### src/rtl/reg64_byte_packer.sv
// reg64_byte_packer: packs a valid/ready byte stream little-endian into 64-bit write
// commands for the register stage and forwards read requests. Optional: PACKER_TIMEOUT_EN.
module reg64_byte_packer #(
    parameter logic [7:0]  FILL_BYTE = 8'h00,
    parameter int unsigned TIMEOUT   = 16
) (
    input  logic        Clk,
    input  logic        Rst_n,
    input  logic [7:0]  ByteIn,
    input  logic        ByteValid,
    output logic        ByteReady,
    input  logic        RdReq,
    input  logic        Flush,
    output logic [63:0] WordOut,
    output logic        RegEn,
    output logic        RegRead,
    output logic [3:0]  ByteCount,
    output logic        Busy
);

    typedef enum logic [2:0] {
        S_PRIME,
        S_IDLE,
        S_FILL,
        S_ISSUE_WR,
        S_ISSUE_RD
    } state_t;

    state_t      r_state;
    logic [63:0] r_word;
    logic [63:0] r_word_out;
    logic [3:0]  r_byte_cnt;
    logic        r_reg_en;
    logic        r_reg_read;
    logic        r_busy;
    logic        r_rd_pend;

    logic        w_accept;
    logic        w_last_byte;
    logic        w_timeout;
    logic        w_flush;
    logic [3:0]  w_pad_from;
    logic [63:0] w_packed;
    logic [63:0] w_padded;

    if ((TIMEOUT < 2) || (TIMEOUT > 255)) begin : g_timeout_range
        $error("reg64_byte_packer: TIMEOUT must be within 2..255");
    end

    assign ByteReady   = ((r_state == S_IDLE) && !RdReq) || (r_state == S_FILL);
    assign w_accept    = ByteValid && ByteReady;
    assign w_last_byte = (r_state == S_FILL) && w_accept && (r_byte_cnt == 4'd7);

`ifdef PACKER_TIMEOUT_EN
    localparam logic [7:0] IDLE_LIMIT = 8'(TIMEOUT - 1);

    logic [7:0] r_idle_cnt;

    // Fires on the TIMEOUT-th consecutive FILL cycle without an accepted byte.
    assign w_timeout = (r_state == S_FILL) && !w_accept && (r_idle_cnt == IDLE_LIMIT);

    always_ff @(posedge Clk or negedge Rst_n) begin
        if (!Rst_n) begin
            r_idle_cnt <= '0;
        end else if ((r_state == S_FILL) && !w_accept && !w_flush) begin
            r_idle_cnt <= r_idle_cnt + 8'd1;
        end else begin
            r_idle_cnt <= '0;
        end
    end
`else
    assign w_timeout = 1'b0;
`endif

    assign w_flush = (r_state == S_FILL) && (Flush || w_timeout);

    always_comb begin
        // NOTE: every variable gets a default before any condition, so no path
        // leaves one unassigned and no latch is inferred.
        w_packed   = r_word;
        w_pad_from = r_byte_cnt;
        if (w_accept) begin
            w_packed[8*r_byte_cnt[2:0] +: 8] = ByteIn;
            w_pad_from                       = r_byte_cnt + 4'd1;
        end
        w_padded = w_packed;
        for (int k = 0; k < 8; k++) begin
            if (k >= int'(w_pad_from)) begin
                w_padded[8*k +: 8] = FILL_BYTE;
            end
        end
    end

    // NOTE: non-blocking assignments make every register sample pre-edge values,
    // so the result does not depend on statement order inside the block.
    always_ff @(posedge Clk or negedge Rst_n) begin
        if (!Rst_n) begin
            r_state    <= S_PRIME;
            r_word     <= '0;
            r_word_out <= '0;
            r_byte_cnt <= '0;
            r_reg_en   <= 1'b0;
            r_reg_read <= 1'b0;
            r_busy     <= 1'b1;
            r_rd_pend  <= 1'b0;
        end else begin
            r_reg_en   <= 1'b0;
            r_reg_read <= 1'b0;
            if (w_accept) begin
                r_word <= w_packed;
            end

            unique case (r_state)
                S_PRIME: begin
                    if (RdReq) begin
                        r_rd_pend <= 1'b1;
                    end
                    // First edge raises the prime pulse, the second retires it.
                    if (!r_reg_en) begin
                        r_reg_en   <= 1'b1;
                        r_word_out <= '0;
                    end else begin
                        r_state <= S_IDLE;
                        r_busy  <= 1'b0;
                    end
                end

                S_IDLE: begin
                    // A read left pending from an earlier state yields to a byte.
                    if (RdReq || (r_rd_pend && !w_accept)) begin
                        r_state    <= S_ISSUE_RD;
                        r_reg_en   <= 1'b1;
                        r_reg_read <= 1'b1;
                        r_rd_pend  <= 1'b0;
                        r_busy     <= 1'b1;
                    end else if (w_accept) begin
                        r_state    <= S_FILL;
                        r_byte_cnt <= 4'd1;
                        r_busy     <= 1'b1;
                    end
                end

                S_FILL: begin
                    if (RdReq) begin
                        r_rd_pend <= 1'b1;
                    end
                    if (w_last_byte || w_flush) begin
                        r_state    <= S_ISSUE_WR;
                        r_word_out <= w_padded;
                        r_byte_cnt <= '0;
                        r_reg_en   <= 1'b1;
                    end else if (w_accept) begin
                        r_byte_cnt <= r_byte_cnt + 4'd1;
                    end
                end

                S_ISSUE_WR: begin
                    if (r_rd_pend || RdReq) begin
                        r_state    <= S_ISSUE_RD;
                        r_reg_en   <= 1'b1;
                        r_reg_read <= 1'b1;
                        r_rd_pend  <= 1'b0;
                    end else begin
                        r_state <= S_IDLE;
                        r_busy  <= 1'b0;
                    end
                end

                S_ISSUE_RD: begin
                    // A request arriving during the read merges into it.
                    r_state <= S_IDLE;
                    r_busy  <= 1'b0;
                end

                default: begin
                    r_state <= S_PRIME;
                    r_busy  <= 1'b1;
                end
            endcase
        end
    end

    assign WordOut   = r_word_out;
    assign RegEn     = r_reg_en;
    assign RegRead   = r_reg_read;
    assign ByteCount = r_byte_cnt;
    assign Busy      = r_busy;

endmodule
### config.mk
export PLATFORM = sky130hd
export DESIGN_NAME = reg64_byte_packer
export DESIGN_NICKNAME = d
export VERILOG_FILES = /design/src/rtl/reg64_byte_packer.sv
export SDC_FILE = /design/constraint.sdc
export NUM_CORES = 1
export LEC_CHECK = 0
export CAP_MARGIN = 20
export CORE_MARGIN = 2
export CORE_UTILIZATION = 40
export DETAILED_ROUTE_END_ITERATION = 10
export PLACE_DENSITY = 0.71
export SLEW_MARGIN = 20
export SYNTH_ARGS = -nofsm -noshare
export SYNTH_HDL_FRONTEND = slang
export SYNTH_SLANG_ARGS = --single-unit
### constraint.sdc
create_clock -name Clk -period 2.4 [get_ports Clk]
set_clock_uncertainty 0.05 [all_clocks]
set_input_delay 0.24 -clock Clk [delete_from_list [all_inputs] [get_ports Clk]]
set_output_delay 0.24 -clock Clk [all_outputs]
set_load 0.01 [all_outputs]
==> metrics <==
DP HPWL=10100 um; TritonRoute pass-1 iters=4; Max Clock Freq=427 MHz; Seq/Total Area, Yosys=59.0%; leakage=3.95 nW; largest family of logic cells by synthesized area=multiplexers; share of async-settable or async-resettable flops after synthesis=100%; crit-path max FO=8; layout cells sized above 1=20.8%; Iteration-0 DRC Markers=279; simple-gate share of the synthesized area=9.88%; Max Slew Vio Count=0; Die ar.=15700 um^2; core area=14500 um^2; first-pass GRT wire length=23900 um; initial antenna violation count=0; DIE WIDTH=125 um; number of library cell types mapped by synthesis=55; Final Power=0.00806 W; Fin. Hold Viols=0; total grt overflow=0; vias in the first global route=4437; fin crit share=97.6%; Min-Delay Path Class=in -> async; power per cell area=1000 nW/um^2; WP data arrival=2600 ps; main area contributors after synthesis=dfrtp_1 (59%), mux2i_1 (5.8%), mux2_2 (4.6%); RSZ-0062 raised after global routing=no; Period minus WS final=2340 ps; nature of the critical path endpoint=register; EDFF count, synth=0; cell count after placement=815; total track usage=19.5%; Post-Synth XOR/XNOR Area=0.445%; slew margin rel.=57.3%; Skew-Pair Late Insertion Delay=420 ps; worst reg2reg setup slack=60 ps; syn_nets=532; Synth Area in Adders=0.848%; # diodes=0; # port buffers=84; worst r2r src=r_state[1]; Data required, critical path=2650 ps; Die Ht=125 um; placement row count=44; Post-Layout Cell Count=848; Synth Area in Compound Gates=12.1%; outcome=completed; Max VDD drop=0.534 mV; most frequent cell after synthesis=dfrtp_1; clock sink total=139; CTS tree=done; syn_area_per_cell=11.5 um^2; Worst Tran Pin Value=641 ps; R2R cell count=5; via count=4366; clock root buffer=clkbuf_16; vias per inst=5.15; Yosys reg bits=139; Placer Congestion=0.880; Synth Flop Type=dfrtp_1; Max-cap violations=0; worst hold slack=339 ps; Boundary Pins=85; Yosys warnings=0; final setup fails=0; critical path type=reg -> reg; top post-synthesis cells by count=dfrtp_1 (138), nand2_1 (63), inv_1 (53); postcts setup bufs=0; cell area after synthesis=5900 um^2; Mapped Cells=515; Antenna Violating Nets Remaining=0; initial core utilization=40.8%; CTS buffer count=17; DRC=0; Post-Route WL=14900 um; Layout area overhead=36.0%; Startpoint Class=register; fill cell count=1201; Worst-path clk slew=60 ps; Max Root-Sink Buffers=2; post-DR wirelength/cell=17.6 um; htree depth=4; largest area contributor in the netlist=dfrtp_1; nets@finish=668; share of the synthesized area in the top cell type=58.5%; mux cell area share after synthesis=12.4%; RR Endpoint=WordOut[28]; largest net degree at the start of global routing=52
==> kinds of logic after synthesis <==
kind of cell,Yosys count
flops,139
buf+inv,79
mux,66
fa+ha+maj,4
simple gates,121
xor+xnor,3
compound gates,103
==> per-stage QoR <==
step	area, um^2	utilization, %	TNS [ps]	setup slack, ps
finish	8020	55.4	0	58.5
global route	8020	55.4	0	0.00600
CTS	8000	55.3	0	32.0
detailed placement	7400	51.1	-11590	-318
global placement	7400	51.1	-10020	-278
floorplan	5970	-	0	26.4
==> timing repair <==
item                       CTS  global route
hold endpoints to repair    47             0
setup endpoints to repair    2            22
gates resized for setup      1             5
hold buffers                 1             0
==> worst max-delay path by stage <==
stage	start	to	slack (ps)	cells after the start
after floorplan	ByteCount[0]	WordOut[31]	30	9
after global placement	RdReq	WordOut[27]	-280	6
after detailed placement	RdReq	WordOut[27]	-320	6
after CTS	r_state[0]	WordOut[27]	30	6
after global routing	ByteCount[1]	WordOut[23]	0.006	9
final	r_state[1]	WordOut[28]	60	5
==> critical path, stage by stage, from the launching register on <==
cell	delay, ps
dfrtp_1	370
or3b_4	420
a21o_4	230
or4_4	590
mux2_4	350
a22o_1	210
==> report_power, final <==
group / internal [W] / switching [W]
Combinational: 0.00110 / 0.00133
Clock: 0.00166 / 0.000983
Sequential: 0.00278 / 0.000197
Total: 0.00555 / 0.00251
==> registers in the layout (all words and copies together) (netlist names) <==
register	cells
RegRead	1
WordOut	64
r_state	3
Busy	1
ByteCount	4
r_rd_pend	1
RegEn	1
r_word	64
==> cell type report <==
cell class / count / area [um^2] / area share [%]
Tap cell: 184 / 230 / 2.87
Multi-Input combinational cell: 297 / 2160 / 26.9
Clock buffer: 22 / 454 / 5.66
Timing Repair Buffer: 142 / 1350 / 16.8
Sequential cell: 139 / 3480 / 43.4
Inverter: 54 / 208 / 2.59
Clock inverter: 10 / 140 / 1.75
==> layout by cell type (no fill, tap or decap), types with 3 or more instances in the layout <==
cell	n
nand2_1	63
nor2b_1	12
a32o_1	9
mux2_4	8
clkinv_2	3
clkbuf_1	4
a22o_1	16
a21oi_1	8
clkinv_4	4
a31oi_1	5
dfrtp_1	137
clkdlybuf4s50_1	83
nor3_1	5
buf_4	52
mux2_2	24
buf_12	6
clkbuf_16	17
mux2i_1	34
bufinv_16	3
inv_1	53
o21ai_0	45
xnor2_1	3
nor2_1	13
nand3_1	5
==> per-layer routing <==
layer  track usage [%]  wire length [um]  share of wire, %
met5                 0                 0                 0
met1              25.8              6700                45
met4              7.65               306               2.0
met2              30.9              7180                48
met3              5.01               750               5.0
(Power assumes the default switching activity.)
